**config.mk**
```make
export PLATFORM = sky130hd
export DESIGN_NAME = afvip_rst_gen
export DESIGN_NICKNAME = d
export VERILOG_FILES = /design/src/rtl/afvip_rst_gen.sv
export SDC_FILE = /design/constraint.sdc
export NUM_CORES = 1
export LEC_CHECK = 0
export CORE_AREA = 2 2 39 41
export DETAILED_ROUTE_END_ITERATION = 6
export DIE_AREA = 0 0 41 43
export PLACE_DENSITY = 0.69
export SYNTH_ARGS = -nofsm -noshare
export SYNTH_HDL_FRONTEND = slang
export SYNTH_SLANG_ARGS = --single-unit
```
**constraint.sdc**
```tcl
create_clock -name clk -period 2.3 [get_ports clk]
set_input_delay 0.46 -clock clk [delete_from_list [all_inputs] [get_ports clk]]
set_output_delay 0.46 -clock clk [all_outputs]
set_load 0.05 [all_outputs]
```
**src/rtl/afvip_rst_gen.sv**
```systemverilog
// Reset generator: async-assert / sync-deassert of rst_n plus a hold window and software reset sequencing.
// Optional status counter rst_count is enabled by defining AFVIP_RST_GEN_STATUS_EN.
module afvip_rst_gen #(
  parameter int SYNC_STAGES = 2,
  parameter int HOLD_CYCLES = 16
) (
  input  logic       clk,
  input  logic       rst_n,
  input  logic       sw_rst_req,
  output logic       rst_out_n,
  output logic       sw_rst_ack,
  output logic       busy
`ifdef AFVIP_RST_GEN_STATUS_EN
  ,
  output logic [7:0] rst_count
`endif
);

  typedef enum logic [1:0] {
    ST_ASSERT = 2'd0,
    ST_HOLD   = 2'd1,
    ST_RUN    = 2'd2,
    ST_SW_RST = 2'd3
  } state_e;

  localparam logic [7:0] HOLD_LAST = 8'(HOLD_CYCLES - 1);

  state_e                 state_q, state_d;
  logic [SYNC_STAGES-1:0] sync_q, sync_d;
  logic [7:0]             cnt_q, cnt_d;
  logic                   req_q;
  logic                   rst_out_q, rst_out_d;
  logic                   ack_q, ack_d;
  logic                   accept;
  logic                   hold_done;

  assign accept    = sw_rst_req & ~req_q;
  assign hold_done = (cnt_q == HOLD_LAST);

  // Next-state decode; the chain's shifted value is used so HOLD is entered on the
  // same edge the last synchronizer stage captures 1, keeping latency at SYNC_STAGES+HOLD_CYCLES.
  always_comb begin
    state_d   = state_q;
    cnt_d     = cnt_q;
    rst_out_d = rst_out_q;
    ack_d     = 1'b0;
    sync_d    = {sync_q[SYNC_STAGES-2:0], 1'b1};
    case (state_q)
      ST_ASSERT: begin
        rst_out_d = 1'b0;
        if (sync_d[SYNC_STAGES-1]) begin
          state_d = ST_HOLD;
          cnt_d   = 8'd0;
        end
      end
      ST_HOLD: begin
        rst_out_d = 1'b0;
        if (hold_done) begin
          state_d   = ST_RUN;
          rst_out_d = 1'b1;
          cnt_d     = 8'd0;
        end else begin
          cnt_d = cnt_q + 8'd1;
        end
      end
      ST_RUN: begin
        rst_out_d = 1'b1;
        if (accept) begin
          state_d   = ST_SW_RST;
          rst_out_d = 1'b0;
          cnt_d     = 8'd0;
        end
      end
      ST_SW_RST: begin
        rst_out_d = 1'b0;
        if (hold_done) begin
          state_d   = ST_RUN;
          rst_out_d = 1'b1;
          ack_d     = 1'b1;
          cnt_d     = 8'd0;
        end else begin
          cnt_d = cnt_q + 8'd1;
        end
      end
      default: begin
        state_d   = ST_ASSERT;
        rst_out_d = 1'b0;
        cnt_d     = 8'd0;
      end
    endcase
  end

  always_ff @(posedge clk or negedge rst_n) begin
    if (!rst_n) begin
      state_q   <= ST_ASSERT;
      sync_q    <= '0;
      cnt_q     <= 8'd0;
      req_q     <= 1'b0;
      rst_out_q <= 1'b0;
      ack_q     <= 1'b0;
    end else begin
      state_q   <= state_d;
      sync_q    <= sync_d;
      cnt_q     <= cnt_d;
      req_q     <= sw_rst_req;
      rst_out_q <= rst_out_d;
      ack_q     <= ack_d;
    end
  end

  assign rst_out_n  = rst_out_q;
  assign sw_rst_ack = ack_q;
  assign busy       = (state_q != ST_RUN);

`ifdef AFVIP_RST_GEN_STATUS_EN
  logic [7:0] rst_cnt_q, rst_cnt_d;

  // Counts SW_RST entries, saturating at 255.
  always_comb begin
    rst_cnt_d = rst_cnt_q;
    if ((state_q == ST_RUN) && accept && (rst_cnt_q != 8'hFF)) begin
      rst_cnt_d = rst_cnt_q + 8'd1;
    end
  end

  always_ff @(posedge clk or negedge rst_n) begin
    if (!rst_n) begin
      rst_cnt_q <= 8'd0;
    end else begin
      rst_cnt_q <= rst_cnt_d;
    end
  end

  assign rst_count = rst_cnt_q;
`endif

endmodule
```
# After elaboration in Yosys (flattened, before gate mapping)
# Cells that the tools add are included.
[word_totals] reg_bits=14
[classes] n_eq_ne=8 reduce_logical=4 n_bitwise=2 muxes=12 n_addsub=1
[ops] cell="two-way mux 8 bit" n=3
[ops] cell="case mux 8 bit (3 select lines)" n=1
[ops] cell="adder 8 x 1 -> 8 bit (second input constant)" n=1
[ops] cell="== test 8 x 4 -> 1 bit (second input constant)" n=1
[ops] cell="two-way mux 2 bit" n=3
[ops] cell="inequality test 2 bit (second input constant)" n=3
[ops] cell="case mux 2 bit (3 select lines)" n=1
[ops] cell="== test 2 bit (second input constant)" n=2
[ops] cell="two-way mux 1 bit" n=3
[ops] cell="case mux 1 bit (3 select lines)" n=1
[ops] cell="AND reduction 3 bit" n=1
[ops] cell="== test 2 x 1 -> 1 bit (second input constant)" n=1
[ops] cell="zero test 2 bit" n=1
[ops] cell="inequality test 2 x 1 -> 1 bit (second input constant)" n=1
[ops] cell="AND reduction 2 bit" n=1
[ops] cell="OR reduction 2 bit" n=1
[ops] cell="bitwise AND 1 bit" n=1
[ops] cell="NOT 1 bit" n=1

# Depth between registers and ports, before layout
# Gate-level depths: netlist of run 1.
[logic_depth] ltp_word=4 depth_mapped=5 depth_no_buf=5

# Worst setup path after synthesis of run 1
# Ideal clock, no wire load.
[synth_timing] path_kind="register to register" start="register cnt_q[0]" end="register cnt_q[7]" path_slack_ns=0.798 path_stages_with_launch=6 t_required_ns=2.231 arrival_time_ns=1.433 n_path_buf=0 path_cell_list="dfrtp_1 -> ha_1 -> nand3_1 -> o21ai_4 -> or4_1 -> nand3_1"
[synth_between] elab_chain_len=3 elab_cells_between_ends=4
[synth_lines] element="from (decl)" line="30" text="logic [7:0] cnt_q, cnt_d;"
[synth_lines] element="from (signal assigned)" line="104" text="cnt_q <= cnt_d;"
[synth_lines] element="adder 8 x 1 -> 8 bit / == test 8 x 4 -> 1 bit (equally long branches)" line="63, 82, 38"
[synth_lines] element="two-way mux 8 bit (*)" line="58, 76"
[synth_lines] element="case mux 8 bit (3 select lines) (*)" line="48" text="case (state_q)"
# Every way passes the cells marked *; elsewhere a longest branch is shown, timed or not.
# A chain may end at the register's enable or synchronous reset.

# Final worst setup path of run 1
[layout_timing] start="register rst_out_q (netlist: rst_out_n)" end="output port rst_out_n"
[layout_rtl] element="from (decl)" line="32" text="logic rst_out_q, rst_out_d;"
[layout_rtl] element="from (signal assigned)" line="106" text="rst_out_q <= rst_out_d;"
[layout_rtl] element="to (decl)" line="10" text="output logic rst_out_n,"
# No word-level cell between the ends.

==> flow_metrics.tcl, run 1 <==
set metrics [dict create \
    status "finished clean" \
    power.density_nw_per_um2 1121 \
    path_class "flip-flop to output port" \
    cts_tree "done" \
    hold_viol 0 \
    io_pins 6 \
    ctsHoldBuffers 0 \
    n_antenna_cell 0 \
    avgViaCountPerCell 5.530 \
    async_flop_share_pct 100.0 \
    synth_cells 59 \
    setup_viol 0 \
    critPathMaxStageDelay_ns 0.79 \
    synth_ff_type "dfrtp_1" \
    antenna_found_initial 0 \
    netlist_top_cells_count "dfrtp_1, nand3_1, o21ai_0" \
    wirelength_um 1141 \
    synth_edf_count 0 \
    slew_headroom_pct 59.25 \
    syn_avg_cell_area_um2 10.82 \
    grt_max_degree 15 \
    grt_use_total_pct 17.32 \
    routabilityCongestion 0.7738 \
    worst_slew_pin_slew_ns 0.6094 \
    ys_types 28 \
    clockBufferDepth 2 \
    syn-num-nets 63 \
    clk_pin_slew_ns 0.09 \
    vias 459 \
    drc 0 \
    rsz0062_at_grt "no" \
    timing.critical_path.max_delay_family "buffers and inverters" \
    synth_most_common_cell "dfrtp_1" \
    end_kind "output port" \
    nets 72 \
    cts_resized 0 \
    critical_path_required_ns 1.84 \
    yosysSeqAreaShare_pct 54.90 \
    cts_buffers 3 \
    drtAntennaViolNets 0 \
    initial_utilization_pct 46.11 \
    ys_seq_elements 14 \
    cts_sinks 14 \
    period_minus_slack_ns 1.879 \
    final_area_um2 738.2 \
    synth_area_um2 638.1 \
    drv_slew 0 \
    clock.fmax_mhz 532.1 \
    layout-drive-gt1-share_pct 13.43 \
    crit_fanout 1 \
    grt_pass1_wl_um 2042 \
    area_growth_pct 15.69 \
    fp.dieH_um 43 \
    cts-root-buf "clkbuf_4" \
    setup_tns_ns 0 \
    fill_cells 130 \
    ys_warn_count 0 \
    initialDrtViolationCount 11 \
    num_rows 14 \
    postCtsSetupRepairBufs 0 \
    slowest_stage "clkdlybuf4s50_1" \
    crit_chain "clkdlybuf4s50_1" \
    clk_latency_ns 0.28 \
    first_global_vias 446 \
    p_leak_nw 0.3254 \
    io_buffers 5 \
    clock_skew_ns 0.0005856 \
    post-route-period-util_pct 81.71 \
    maxCapViolations 0 \
    synth_top_area_cell "dfrtp_1" \
    cts-htree-levels 1 \
    die_area_um2 1763 \
    overflow 0 \
    synth_top_area_share_pct 54.90 \
    dp_hpwl_um 752.6 \
    die_w_um 41 \
    wl_per_cell_um 13.75 \
    placed_area_um2 701.9 \
    worstHoldPathType "flip-flop to flip-flop" \
    critical_path_buf_inv_count 1 \
    crit_arrival_ns 1.42 \
    coreArea_um2 1384 \
    first_pass_iters 4 \
    synthTopCellsByArea "dfrtp_1, nand3_1, o21ai_0, a22o_1, nand2_1" \
    vdd_drop_max_mv 0.4593 \
    worst_setup_path_start_kind "flip-flop" \
]
## power breakdown
group          internal [mW]  switching (mW)
registers              0.304          0.0704
logic                  0.126           0.143
clock network         0.0964          0.0875
total                  0.527           0.301
## path summary, 6_finish.rpt
kind,start,end,slack (ns),depth (start not counted)
min in group asynchronous,rst_n,cnt_q[6],0.55,1
max in group asynchronous,rst_n,cnt_q[7],1.36,1
max reg2reg,cnt_q[0],cnt_q[7],0.64,5
min,cnt_q[1],cnt_q[1],0.53,1
max,rst_out_n,rst_out_n,0.42,1
min reg2reg,cnt_q[1],cnt_q[1],0.53,1
## cell type report
class,instances,area [um^2],share of cell area (%)
Sequential cell,14,350.3,47.46
Tap cell,16,20.02,2.712
Clock buffer,4,36.28,4.915
Timing Repair Buffer,5,47.55,6.441
Inverter,1,3.754,0.5085
Multi-Input combinational cell,43,280.3,37.97
## routing by layer
metal | part of all wire, % | up-vias | track usage [%]
li1 | - | 230 | -
met1 | 50 | 220 | 24.40
met2 | 45 | 7 | 24.06
met3 | 3.4 | 2 | 6.283
met4 | 0.88 | 0 | 6.000
met5 | 0 | - | 0
## cell families after synthesis
| family | share of synthesized area (%) |
|---|---|
| buffers and inverters | 1.175 |
| AOI/OAI and AO/OA | 17.65 |
| muxes | 1.569 |
| xor gates and xnor gates | 1.373 |
| other | 0.5877 |
| and+or+nand+nor | 20.79 |
| adders and majority gates | 1.960 |
| DFF | 54.90 |
## flip-flops by register name, summed over array words and instances (netlist names)
name / count
cnt_q: 8
state_q: 2
req_q: 1
rst_out_n: 1
sw_rst_ack: 1
sync_q: 1
## per-stage QoR
| stage | instances | worst slack [ns] | hold slack [ns] | utilization, % | power (mW) |
|---|---|---|---|---|---|
| after global routing | 83 | 0.3633 | 0.5724 | 53.35 | 0.8883 |
| after global placement | 79 | 0.3742 | 0.5065 | 50.72 | 0.6401 |
| after floorplan | 59 | 0.7982 | 0.1644 | - | 0.5732 |
| after detailed placement | 79 | 0.3163 | 0.5126 | 50.72 | 0.6472 |
| after CTS | 83 | 0.4190 | 0.5315 | 53.35 | 0.8259 |
| final | 83 | 0.4206 | 0.5309 | 53.35 | 0.8276 |
## cells in the final DEF (no fill, tap or decap)
cell	instances
o21ai_0	6
and3_2	1
mux2i_1	1
nor2_1	2
and2_1	1
or4_4	1
inv_1	1
and2b_1	1
a22o_1	3
conb_1	1
clkdlybuf4s50_1	4
clkbuf_8	1
or4_1	1
nand2_1	5
xor2_1	1
o21a_1	1
clkbuf_4	3
o31ai_1	1
nand4_1	1
nor2b_1	2
nor3_1	1
a211oi_2	1
ha_1	1
nand3_1	6
o21ai_4	1
a21oi_1	1
o21bai_1	1
dfrtp_1	14
and3_1	1
nand2b_1	1
buf_4	1
Note: power is estimated with default switching activity, not from simulation.
==> inputs of run 2 (changes only) <==
==> config.mk (replaced) <==
export PLATFORM = sky130hd
export DESIGN_NAME = afvip_rst_gen
export DESIGN_NICKNAME = d
export VERILOG_FILES = /design/src/rtl/afvip_rst_gen.sv
export SDC_FILE = /design/constraint.sdc
export NUM_CORES = 1
export LEC_CHECK = 0
export CORE_MARGIN = 2
export CORE_UTILIZATION = 47
export DETAILED_ROUTE_END_ITERATION = 6
export PLACE_DENSITY = 0.7
export SYNTH_ARGS = -nofsm -noshare
export SYNTH_HDL_FRONTEND = slang
export SYNTH_SLANG_ARGS = --single-unit
==> constraint.sdc (replaced) <==
create_clock -name clk -period 1.72 [get_ports clk]
set_input_delay 0.344 -clock clk [delete_from_list [all_inputs] [get_ports clk]]
set_output_delay 0.344 -clock clk [all_outputs]
set_load 0.05 [all_outputs]
==> flow_metrics.tcl, run 2 (synthesized netlist as in run 1, its figures left out) <==
set metrics [dict create \
    status "finished clean" \
    maxCapViolations 0 \
    p_int_mw 0.7000 \
    path_class "flip-flop to flip-flop" \
    grt.met3_usage_pct 6.522 \
    worstHoldPathType "primary input to async pin" \
    wl_per_cell_um 13.06 \
    clk_latency_ns 0.27 \
    grt_util_met1_pct 22.60 \
    setup_tns_ns 0 \
    fp.dieH_um 40.85 \
    pwr-share-comb_pct 40.0 \
    vdd_drop_max_mv 0.6307 \
    instances_no_fill 88 \
    period_minus_slack_ns 1.524 \
    power_frac_seq_pct 44.0 \
    post-place-cells 85 \
    hold_viol 0 \
    avgViaCountPerCell 5.523 \
    regMostFlops "cnt_q" \
    rsz0062_at_grt "no" \
    vias 486 \
    cts_sinks 14 \
    coreArea_um2 1285 \
    hold_ws_ns 0.3788 \
    swShare_pct 35.80 \
    io_pins 6 \
    use_met2_pct 28.52 \
    end_kind "flip-flop" \
    initial_utilization_pct 49.66 \
    ctsHoldBuffers 0 \
    largestRegisters "cnt_q (8), state_q (2)" \
    die_w_um 40.85 \
    crit_arrival_ns 1.73 \
    postCtsSetupRepairBufs 0 \
    initialDrtViolationCount 2 \
    top_usage_layer "met2" \
    clock.fmax_mhz 656.1 \
    worst_setup_path_start_kind "flip-flop" \
    post-route-period-util_pct 88.62 \
    wirelength_um 1149 \
    fill_cells 110 \
    power.density_nw_per_um2 1392 \
    antenna_found_initial 0 \
    grt_pass1_wl_um 1869 \
    final_cell_mix "dfrtp_1, buf_4, nand3_1, o21ai_0, nand2_1" \
    drtAntennaViolNets 0 \
    cts_tree "done" \
    clock_skew_ns 0.007965 \
    cts-root-buf "clkbuf_4" \
    clkPwrFrac_pct 16.0 \
    n_antenna_cell 0 \
    largest_reg_flops 8 \
    cts_resized 0 \
    first_pass_iters 2 \
    routabilityCongestion 0.7656 \
    power_switching_mw 0.3903 \
    layout-drive-gt1-share_pct 23.29 \
    setup_viol 0 \
    clockBufferDepth 2 \
    die_area_um2 1668 \
    num_rows 13 \
    io_buffers 5 \
    final_common_cell "dfrtp_1" \
    nets 79 \
    area_growth_pct 22.75 \
    drv_slew 0 \
    crit_fanout 5 \
    grt_max_degree 15 \
    cts-htree-levels 1 \
    critical_path_required_ns 1.92 \
    dp_hpwl_um 897.6 \
    clk_pin_slew_ns 0.08 \
    grt_use_total_pct 17.58 \
    cts_buffers 3 \
    drc 0 \
    overflow 0 \
    p_leak_nw 0.3629 \
    first_global_vias 435 \
]
run 2: layer usage:
layer  wire length [um]  part of all wire, %  vias up
li1                   -                    -      242
met1                555                   48      236
met2                551                   48        8
met5                  0                    0        -
met3                 42                  3.7        0
met4                  0                    0        0
run 2: path summary, 6_finish.rpt:
kind | from | to | cells after the start | slack, ns
min in group clk | sw_rst_req | req_q | 1 | 0.54
max in group asynchronous | rst_n | cnt_q[1] | 2 | 1.17
worst min register to register | cnt_q[0] | cnt_q[0] | 1 | 0.54
worst max register to register | cnt_q[0] | cnt_q[7] | 5 | 0.20
worst min-delay path | rst_n | cnt_q[5] | 2 | 0.38
worst max-delay path | cnt_q[0] | cnt_q[7] | 5 | 0.20
run 2: worst max-delay path, cell delays in order (launching register included):
cell	delay [ns]
dfrtp_1	0.41
ha_1	0.23
nand3_1	0.14
o21ai_4	0.09
or4_1	0.50
nand3_1	0.09
run 2: power groups by stage:
stage	Sequential, mW	Combinational [mW]	Clock, mW
after global placement	0.479	0.429	0
final	0.480	0.436	0.175
after floorplan	0.522	0.245	0
after detailed placement	0.489	0.439	0
after CTS	0.482	0.442	0.183
after global routing	0.494	0.486	0.199
run 2: cell type report:
cell class	instances	area [um^2]	share of cell area (%)
Timing Repair Buffer	12	107.6	13.74
Inverter	1	3.754	0.4792
Tap cell	15	18.77	2.396
Clock buffer	3	22.52	2.875
Sequential cell	14	350.3	44.73
Multi-Input combinational cell	43	280.3	35.78
run 2: per-stage QoR:
stage	setup slack (ns)	total power, mW	instance area, um^2	utilization, %
finish	0.1958	1.090	783.3	60.95
detailed placement	-0.003138	0.9278	760.7	59.20
floorplan	0.2182	0.7665	638.1	-
global route	0.1034	1.180	783.3	60.95
CTS	0.1816	1.107	783.3	60.95
global placement	0.02079	0.9079	760.7	59.20
